[src/rtl/tmds_serializer.sv]
// TMDS lane serializer: one holding register feeding per-lane shift
// registers, with idle substitution, underflow counting and a clock lane.
module tmds_serializer #(
  parameter int NCH = 3,
  parameter int WORD_W = 10,
  parameter int BITS = 2,
  parameter logic [NCH:0] INV_MASK = '1,
  parameter logic [WORD_W-1:0] IDLE_WORD = 10'b1101010100,
  parameter logic [WORD_W-1:0] CLK_PATTERN =
    {{(WORD_W/2){1'b0}}, {(WORD_W/2){1'b1}}}
) (
  input  logic                       clk,
  input  logic                       nreset,
  input  logic [NCH*WORD_W-1:0]      in_data,
  input  logic                       in_valid,
  output logic                       in_ready,
  output logic [BITS*(NCH+1)-1:0]    dout,
  output logic                       word_strobe,
  output logic                       underflow,
  output logic [15:0]                underflow_cnt
);

  localparam int P  = WORD_W / BITS;
  localparam int PW = (P > 1) ? $clog2(P) : 1;

  logic [PW-1:0]               phase_q, phase_d;
  logic [NCH:0][WORD_W-1:0]    shift_q, shift_d;
  logic [NCH*WORD_W-1:0]       hold_q, hold_d;
  logic                        hold_valid_q, hold_valid_d;
  logic                        strobe_q, strobe_d;
  logic                        uf_q, uf_d;
  logic [15:0]                 cnt_q, cnt_d;
  logic                        boundary;
  logic                        xfer;

  // Boundary detection and input handshake.
  always_comb begin
    boundary = (phase_q == PW'(P - 1));
    in_ready = !hold_valid_q || boundary;
    xfer     = in_valid && in_ready;
  end

  // Next-state: phase, lane loads/shifts, holding register, status.
  always_comb begin
    phase_d      = boundary ? '0 : phase_q + PW'(1);
    shift_d      = shift_q;
    hold_d       = hold_q;
    hold_valid_d = hold_valid_q;
    strobe_d     = boundary;
    uf_d         = boundary && !hold_valid_q;
    cnt_d        = cnt_q;
    for (int k = 0; k <= NCH; k++) begin
      if (boundary) begin
        if (k == NCH) begin
          shift_d[k] = CLK_PATTERN;
        end else if (hold_valid_q) begin
          shift_d[k] = hold_q[k*WORD_W +: WORD_W];
        end else begin
          shift_d[k] = IDLE_WORD;
        end
      end else begin
        shift_d[k] = shift_q[k] >> BITS;
      end
    end
    if (xfer) begin
      hold_d       = in_data;
      hold_valid_d = 1'b1;
    end else if (boundary) begin
      hold_valid_d = 1'b0;
    end
    if (uf_d && cnt_q != 16'hFFFF) begin
      cnt_d = cnt_q + 16'd1;
    end
  end

  // State registers; reset parks the phase just before a boundary.
  always_ff @(posedge clk or negedge nreset) begin
    if (!nreset) begin
      phase_q      <= PW'(P - 1);
      shift_q      <= '0;
      hold_q       <= '0;
      hold_valid_q <= 1'b0;
      strobe_q     <= 1'b0;
      uf_q         <= 1'b0;
      cnt_q        <= '0;
    end else begin
      phase_q      <= phase_d;
      shift_q      <= shift_d;
      hold_q       <= hold_d;
      hold_valid_q <= hold_valid_d;
      strobe_q     <= strobe_d;
      uf_q         <= uf_d;
      cnt_q        <= cnt_d;
    end
  end

  // Serial outputs come straight from the lane registers' low bits.
  always_comb begin
    dout = '0;
    for (int k = 0; k <= NCH; k++) begin
      dout[k*BITS +: BITS] = shift_q[k][BITS-1:0] ^ {BITS{INV_MASK[k]}};
    end
  end

  assign word_strobe   = strobe_q;
  assign underflow     = uf_q;
  assign underflow_cnt = cnt_q;

endmodule

[config.mk]
export PLATFORM = sky130hd
export DESIGN_NAME = tmds_serializer
export DESIGN_NICKNAME = d
export VERILOG_FILES = /design/src/rtl/tmds_serializer.sv
export SDC_FILE = /design/constraint.sdc
export NUM_CORES = 1
export LEC_CHECK = 0
export BUFFER_PORTS_ARGS = -buffer_cell sky130_fd_sc_hd__buf_2
export CORE_ASPECT_RATIO = 0.7
export CORE_MARGIN = 2
export CORE_UTILIZATION = 50
export CTS_CLUSTER_SIZE = 30
export DETAILED_ROUTE_END_ITERATION = 8
export PLACE_DENSITY_LB_ADDON = 0.05
export SYNTH_ARGS = -nofsm -noshare
export SYNTH_HDL_FRONTEND = slang
export SYNTH_SLANG_ARGS = --single-unit
[constraint.sdc]
create_clock -name clk -period 1.91 [get_ports clk]
set_clock_uncertainty 0.2 [all_clocks]
set_input_delay 0.382 -clock clk [delete_from_list [all_inputs] [get_ports clk]]
set_output_delay 0.382 -clock clk [all_outputs]
set_load 0.005 [all_outputs]
==> results of run 1 <==
## final timing paths
| path | from | to | slack, ns | cells past startpoint |
|---|---|---|---|---|
| max | underflow_cnt[0] | underflow_cnt[12] | -0.04 | 5 |
| min | in_data[26] | hold_q[26] | 0.06 | 2 |
| max reg2reg | underflow_cnt[0] | underflow_cnt[12] | -0.04 | 5 |
| min reg2reg | shift_q[25] | shift_q[23] | 0.23 | 2 |
| max in group asynchronous | nreset | shift_q[32] | 0.73 | 3 |
| min in group asynchronous | nreset | hold_q[1] | 0.29 | 2 |
## report_power, final
group	total [mW]	switching, mW	internal (mW)
Combinational	0.331	0.148	0.183
Sequential	1.96	0.0578	1.91
Clock	1.33	0.595	0.731
Total	3.62	0.801	2.82
## cells by family after synthesis
group                    Yosys count  synth area share
AND/OR/NAND/NOR                   98             0.147
AO/OA/AOI/OAI                     18            0.0302
adder cells (fa/ha/maj)            3            0.0112
multiplexers                      33             0.110
flip-flops                        84             0.626
buffers and inverters             38            0.0436
XOR/XNOR                          12            0.0313
## final cells by class
class,instances,area [sq um]
clock buffers,11,131
repair buffers,90,558
fillers,525,2090
multi-input cells,164,1190
inverters,27,101
well taps,91,114
flip-flops and latches,84,2100
clock inverters,4,75.1
## state kept, by name, summed over array words and instances (netlist names)
| name | count |
|---|---|
| underflow_cnt | 16 |
| hold_q | 30 |
| hold_valid_q | 1 |
| shift_q | 33 |
| underflow | 1 |
| phase_q | 3 |
## metrics by stage
step	TNS, ns	utilization	area [sq um]	total power [mW]
after CTS	-0.157	0.662	4210	3.65
after detailed placement	-0.272	0.626	3990	2.34
after global routing	-0.681	0.672	4280	3.79
after floorplan	-0.0175	-	3380	2.18
final	-0.0827	0.672	4280	3.62
after global placement	-0.0505	0.626	3990	2.32
## layer usage
metal  global-route usage  wire length (um)
met1                0.257              3100
met2                0.296              3000
met3               0.0508               254
met4               0.0533                23
met5                    0                 0
## placed cells by master, fill, tap and decap left out, types with 9 or more instances in the layout
cell / n
inv_1: 24
a31oi_1: 9
nand3_1: 19
clkbuf_8: 9
mux2_2: 32
buf_4: 29
xor2_1: 11
dfrtp_1: 83
nor2_1: 14
nand2_1: 37
buf_2: 58
## repair_timing
item,CTS,global route
resized for setup,1,13
buffers inserted,1,1
endpoints found under the setup margin,8,12
hold buffers,1,0
pin swaps,2,4
hold endpoints to repair,24,0
==> flow_metrics.tcl, run 1 <==
set metrics [dict create \
    slew_violations 0 \
    dr.pass1.iters 4 \
    io_buffers 59 \
    grt_use_total 0.187 \
    vias_per_cell 4.88 \
    synth-edff-count 0 \
    yosys.cell_count.top_type "dfrtp_1" \
    path_cells "ha_2, nand4_1, or3_4, nor2_1, mux2_2" \
    worstSetupPathType "reg2reg" \
    initial_core_util 0.528 \
    worst_hold_slack_ns 0.0643 \
    cap_violations 0 \
    rows 24 \
    antenna_cells 0 \
    arrival_ns 1.99 \
    hpwlAfterDp_mm 4.44 \
    remaining_drc_errors 0 \
    preCtsSetupSlack_ns -0.0715 \
    fin_nets 412 \
    pwr_density_cell_nw_per_um2 847 \
    syn_inst 286 \
    crit_required_ns 1.95 \
    cp.buffers_inverters 0 \
    yosysWarnings 0 \
    numCtsBuffers 9 \
    status "finished with violations" \
    endpoint_kind "flop" \
    post_drt_wl_per_cell_um 13.5 \
    setup_viol 3 \
    yosys-top-cells-area "dfrtp_1 (62%), mux2_2 (11%), nand2_1 (4.4%)" \
    holdCritPathClass "in2reg" \
    ys_seq_elements 84 \
    grt_pass1_vias 2305 \
    hold_violations 0 \
    fin_crit_sh 1.02 \
    dp.cells 453 \
    path_clk_slew_ns 0.09 \
    cp_max_fo 5 \
    ios 60 \
    cts_tree "done" \
    ys_types 31 \
    gp_congestion 0.811 \
    cts_buffer_depth 2 \
    violations "setup timing" \
    slew_headroom 0.727 \
    layout_min_cycle_time_ns 1.95 \
    worstSetupStartpointType "flop" \
    avgSynthCellArea_sq_um 11.7 \
    cts_root_buf "clkbuf_8" \
    synth_flop_cell "dfrtp_1" \
    layout_setup_ws_ns -0.0434 \
    yosysSeqAreaShare 0.626 \
    antenna_left 0 \
    syn_area_sq_um 3360 \
    drive_gt1_frac 0.405 \
    cts.sinks 84 \
    async_flop_share 1.00 \
    ir_drop_mv 0.489 \
    max_freq_ghz 0.512 \
    dieArea_sq_um 7400 \
    antenna_found_initial 0 \
    worst_pin_slew_ns 0.406 \
    drt-total-wl_mm 6.38 \
    grt-ovfl-total 0 \
    critPathTopFamily "simple AND/OR/NAND/NOR gates" \
    instances_no_fill 471 \
    cp_slowest_cell "or3_4" \
    synth_top_area_frac 0.618 \
    netlist_top_cells_count "dfrtp_1 (83), nand2_1 (39), mux2_2 (32), inv_1 (26), nand3_1 (19)" \
    clkLatencyLatePin_ns 0.34 \
    power_leakage_nw 2.24 \
    vias 2300 \
    cpPeakStageDelay_ns 0.43 \
    area_growth_pct 27.3 \
    fp.coreArea_sq_um 6370 \
    die_x_um 102 \
    syn_nets 322 \
    yosys.area.top_type "dfrtp_1" \
    grt_pass1_wl_mm 10.6 \
    rsz0062_at_grt "true" \
    die_y_um 72.6 \
    drtIter0Drc 64 \
    htree_num_levels 3 \
    grt_max_degree 34 \
]
Power figures use the tool's default switching activity.
==> run 2, diff against run 1 <==
==> constraint.sdc (replaced) <==
create_clock -name clk -period 1.91 [get_ports clk]
set_clock_uncertainty 0.2 [all_clocks]
set_input_delay 0.382 -clock clk [delete_from_list [all_inputs] [get_ports clk]]
set_output_delay 0.382 -clock clk [all_outputs]
set_load 0.05 [all_outputs]
==> flow_metrics.tcl, run 2 (same netlist as run 1, synthesis figures left out) <==
set metrics [dict create \
    status "complete, no violations" \
    largest_reg_flops 33 \
    pwr_density_cell_nw_per_um2 850 \
    power_leakage_nw 2.20 \
    layout_common_cells "dfrtp_1 (67), buf_2 (57), nand2_1 (37), mux2_2 (32), inv_1 (24)" \
    worstSetupStartpointType "flop" \
    cts_buffer_depth 2 \
    path_clk_slew_ns 0.08 \
    antenna_left 0 \
    cts.sinks 84 \
    fin_nets 403 \
    final.setup.tns_ns 0 \
    grt_pass1_wl_mm 10.6 \
    remaining_drc_errors 0 \
    clkLatencyLatePin_ns 0.35 \
    cp_max_fo 3 \
    max_freq_ghz 0.526 \
    antenna_found_initial 0 \
    dr.pass1.iters 4 \
    layout_min_cycle_time_ns 1.90 \
    setup_viol 0 \
    cts_tree "done" \
    hold_violations 0 \
    placed_cell_area_sq_um 3980 \
    holdCritPathClass "in2reg" \
    drt-total-wl_mm 6.30 \
    grt_max_degree 36 \
    drive_gt1_frac 0.444 \
    die_y_um 72.6 \
    final_area_sq_um 4280 \
    worstSetupStartpoint "underflow_cnt[1]" \
    rsz0062_at_grt "true" \
    initial_core_util 0.528 \
    regMostFlops "shift_q" \
    final_common_cell "dfrtp_1" \
    cp_slowest_cell "or4b_4" \
    gp_congestion 0.802 \
    grt-ovfl-total 0 \
    worstSetupPathType "reg2reg" \
    worst_pin_slew_ns 0.328 \
    ir_drop_mv 0.459 \
    r2r_cells 6 \
    r2r_setup_slack_ns 0.008 \
    slew_violations 0 \
    antenna_cells 0 \
    die_x_um 102 \
    vias_per_cell 4.88 \
    area_growth_pct 27.4 \
    path_cells "ha_4, nand4_1, buf_4, nor4_4, or4b_4, xnor2_1" \
    endpoint_kind "flop" \
    r2r-start "underflow_cnt[1]" \
    cap_violations 0 \
    reg2reg_to "underflow_cnt[6]" \
    io_buffers 59 \
    cpPeakStageDelay_ns 0.52 \
    fillers 516 \
    fp.coreArea_sq_um 6370 \
    ios 60 \
    cts_root_buf "clkbuf_8" \
    grt_use_total 0.191 \
    grt_pass1_vias 2146 \
    hpwlAfterDp_mm 4.28 \
    arrival_ns 1.94 \
    worstSetupEndpoint "underflow_cnt[6]" \
    numCtsBuffers 9 \
    vias 2258 \
    fin_crit_sh 0.996 \
    slew_headroom 0.780 \
    post_drt_wl_per_cell_um 13.6 \
    drtIter0Drc 124 \
    rows 24 \
    hp-start "in_data[17]" \
    dieArea_sq_um 7400 \
    crit_required_ns 1.95 \
    htree_num_levels 3 \
]
==> run 2: cell types whose count changed in the layout (fill, tap and decap cells not counted), moves of 2 or more <==
cell,before,now
buf_12,2,4
buf_4,29,17
dfrtp_1,83,67
dfrtp_2,0,16
clkinv_2,0,2
nor3_4,2,0
nor3_2,1,3
clkbuf_1,2,0
==> run 2: worst max-delay path, delay by kind of cell (launching register included) <==
kind / cells / cell delay (ns)
XOR/XNOR: 1 / 0.14
adder cells (fa/ha/maj): 1 / 0.16
AND/OR/NAND/NOR: 3 / 0.70
flip-flops: 1 / 0.43
buffers and inverters: 1 / 0.16
==> run 2: worst min path at each step <==
stage                       endpoint  slack (ns)  cells past startpoint
after floorplan            hold_q[0]       -0.11                      0
after CTS                 hold_q[17]        0.04                      2
after detailed placement   hold_q[1]        0.10                      1
after global placement     hold_q[1]        0.09                      1
after global routing      hold_q[18]        0.04                      2
final                     hold_q[17]        0.06                      2
==> run 2: stage by stage <==
step,hold slack (ns),power [mW],util,instances,setup slack [ns]
after global placement,0.0940,2.41,0.626,444,-0.0429
after detailed placement,0.104,2.43,0.626,444,-0.0864
after global routing,0.0367,3.83,0.673,463,-0.0561
after CTS,0.0379,3.70,0.665,461,-0.0418
final,0.0579,3.64,0.673,463,0.00779
after floorplan,-0.114,2.26,-,286,-0.127
==> run 2: cell type report <==
class,instances,area [sq um],area share
flip-flops and latches,84,2120,0.496
multi-input cells,164,1210,0.283
repair buffers,81,529,0.124
clock buffers,10,138,0.0321
well taps,91,114,0.0266
inverters,27,101,0.0237
clock inverters,6,63.8,0.0149
==> run 2: power by group <==
group / internal (mW) / total (mW) / switching [mW]
clock: 0.637 / 1.26 / 0.618
sequential: 1.91 / 1.96 / 0.0577
combinational: 0.186 / 0.418 / 0.232
total: 2.73 / 3.64 / 0.908
==> run 2: routing by layer <==
metal | vias up | share of wire | routed length, um | GRT usage
li1 | 1114 | - | - | -
met5 | - | 0 | 0 | 0
met3 | 8 | 0.049 | 310 | 0.0670
met4 | 0 | 0.0095 | 60 | 0.0489
met1 | 1086 | 0.50 | 3170 | 0.276
met2 | 50 | 0.44 | 2760 | 0.278
==> run 2: timing repair <==
action,4_1_cts,5_1_grt
cloned,0,0
hold buffers,1,0
buffers inserted,0,2
hold endpoints to repair,18,0
gates resized for setup,10,7
pin swaps,3,2
setup endpoints to repair,7,8
==> run 3, diff against run 2 <==
--- a/config.mk
+++ b/config.mk
@@ -6,7 +6,7 @@
 export NUM_CORES = 1
 export LEC_CHECK = 0
 export BUFFER_PORTS_ARGS = -buffer_cell sky130_fd_sc_hd__buf_2
-export CORE_ASPECT_RATIO = 0.7
+export CORE_ASPECT_RATIO = 0.5
 export CORE_MARGIN = 2
 export CORE_UTILIZATION = 50
 export CTS_CLUSTER_SIZE = 30
@@ -15,3 +15,4 @@
 export SYNTH_ARGS = -nofsm -noshare
 export SYNTH_HDL_FRONTEND = slang
 export SYNTH_SLANG_ARGS = --single-unit
+export TNS_END_PERCENT = 5
==> flow_metrics.tcl, run 3 (same netlist as run 1, synthesis figures left out) <==
set metrics [dict create \
    drt-total-wl_mm 6.29 \
    worstSetupPathType "reg2reg" \
    io_buffers 59 \
    fillers 535 \
    pwr_density_cell_nw_per_um2 924 \
    cp_slowest_cell "or4_4" \
    regMostFlops "shift_q" \
    hpwlAfterDp_mm 4.19 \
    slew_headroom 0.698 \
    worst_pin_slew_ns 0.454 \
    rows 21 \
    die_y_um 62.0 \
    clkPwrFrac 0.405 \
    finalPower_mw 4.02 \
    path_clk_slew_ns 0.06 \
    slew_violations 0 \
    power_leakage_nw 2.23 \
    fp.coreArea_sq_um 6600 \
    seq_power_share 0.490 \
    status "finished with violations" \
    hold_violations 0 \
    switching_share 0.230 \
    largest_reg_flops 33 \
    grt_pass1_vias 2354 \
    layout_min_cycle_time_ns 1.93 \
    final_util 0.659 \
    power.internal_mw 3.09 \
    die_x_um 120 \
    cts_buffer_depth 2 \
    drtIter0Drc 127 \
    grt-ovfl-total 0 \
    final_common_cell "dfrtp_1" \
    cts_tree "done" \
    dr.pass1.iters 4 \
    placed_cell_area_sq_um 3990 \
    worst_hold_slack_ns 0.0646 \
    clkLatencyLatePin_ns 0.33 \
    fin_nets 405 \
    violations "setup timing" \
    cts_root_buf "clkbuf_16" \
    antenna_found_initial 0 \
    gp_congestion 0.831 \
    ios 60 \
    cts.sinks 84 \
    holdCritPathClass "in2reg" \
    cpPeakStageDelay_ns 0.62 \
    crit_required_ns 1.96 \
    antenna_cells 0 \
    path_cells "buf_4, nand3_1, or4_4, nor4_4, xor2_1" \
    fin_crit_sh 1.01 \
    worstSetupStartpointType "flop" \
    comb_power_share 0.105 \
    htree_num_levels 3 \
    layout_common_cells "dfrtp_1 (68), buf_2 (57), nand2_1 (37), mux2_2 (32), inv_1 (24)" \
    area_growth_pct 29.4 \
    max_freq_ghz 0.519 \
    arrival_ns 1.97 \
    remaining_drc_errors 0 \
    final_area_sq_um 4350 \
    grt_max_degree 34 \
    setup_viol 2 \
    ir_drop_mv 0.556 \
    layout_setup_ws_ns -0.0166 \
    grt_pass1_wl_mm 10.7 \
    initial_core_util 0.509 \
    dieArea_sq_um 7430 \
    endpoint_kind "flop" \
    numCtsBuffers 9 \
    post_drt_wl_per_cell_um 13.5 \
    vias 2315 \
    cp_max_fo 4 \
    p_switching_mw 0.924 \
    grt_use_total 0.193 \
    drive_gt1_frac 0.430 \
    rsz0062_at_grt "true" \
    cap_violations 0 \
    vias_per_cell 4.99 \
    antenna_left 0 \
]
run 3: cell count changes in the layout (fill, tap and decap cells not counted), moves of 2 or more:
cell	delta
clkbuf_1	+2
clkbuf_16	+9
clkbuf_8	-10
clkinvlp_4	-2
nor4_2	+2
run 3: stage by stage:
stage / TNS (ns) / instances / setup slack, ns
after floorplan: -2.61 / 286 / -0.129
after global placement: -0.267 / 448 / -0.0881
after detailed placement: -0.587 / 448 / -0.146
after CTS: -0.00144 / 464 / -0.00144
after global routing: -0.391 / 464 / -0.0652
final: -0.0211 / 464 / -0.0166
run 3: path summary, 6_finish.rpt:
check / slack [ns] / cells past startpoint / start / to
hold reg to reg: 0.24 / 2 / shift_q[17] / shift_q[15]
hold / removal: 0.06 / 2 / in_valid / hold_valid_q
min in group asynchronous: 0.35 / 2 / nreset / underflow_cnt[2]
setup / recovery: -0.02 / 5 / underflow_cnt[0] / underflow_cnt[15]
max in group asynchronous: 0.63 / 3 / nreset / phase_q[2]
setup reg to reg: -0.02 / 5 / underflow_cnt[0] / underflow_cnt[15]
run 3: power groups by stage:
stage / combinational, mW / sequential, mW / clock, mW
final: 0.424 / 1.97 / 1.63
after global routing: 0.475 / 1.98 / 1.76
after CTS: 0.435 / 1.97 / 1.67
after detailed placement: 0.431 / 2.00 / 0
after global placement: 0.414 / 1.99 / 0
after floorplan: 0.268 / 2.00 / 0
run 3: area by class of cell:
class | count | area [sq um] | area share
flip-flops and latches | 84 | 2120 | 0.488
multi-input cells | 164 | 1190 | 0.273
repair buffers | 83 | 548 | 0.126
clock buffers | 11 | 233 | 0.0535
well taps | 92 | 115 | 0.0265
inverters | 27 | 101 | 0.0233
clock inverters | 3 | 40.0 | 0.00921
run 3: critical path: cells and delay by family (launching register included):
kind / cells / cell delay [ns]
buffers and inverters: 1 / 0.13
and+or+nand+nor: 3 / 0.98
xor gates and xnor gates: 1 / 0.16
DFF: 1 / 0.38
run 3: metal layers:
layer  GRT usage  share of wire  wire [um]  vias to the layer above
met5           0              0          0                        -
met2       0.344           0.50       3160                       52
met1       0.220           0.44       2760                     1140
met4      0.0723          0.011         67                        0
met3      0.0748          0.047        296                        7
li1            -              -          -                     1116
run 3: what timing repair did:
item | 4_1_cts | 5_1_grt
setup endpoints to repair | 27 | 31
gates resized for setup | 12 | 5
hold buffers | 1 | 0
setup buffers | 1 | 0
cloned | 0 | 0
pin swaps | 4 | 0
hold endpoints to repair | 30 | 0
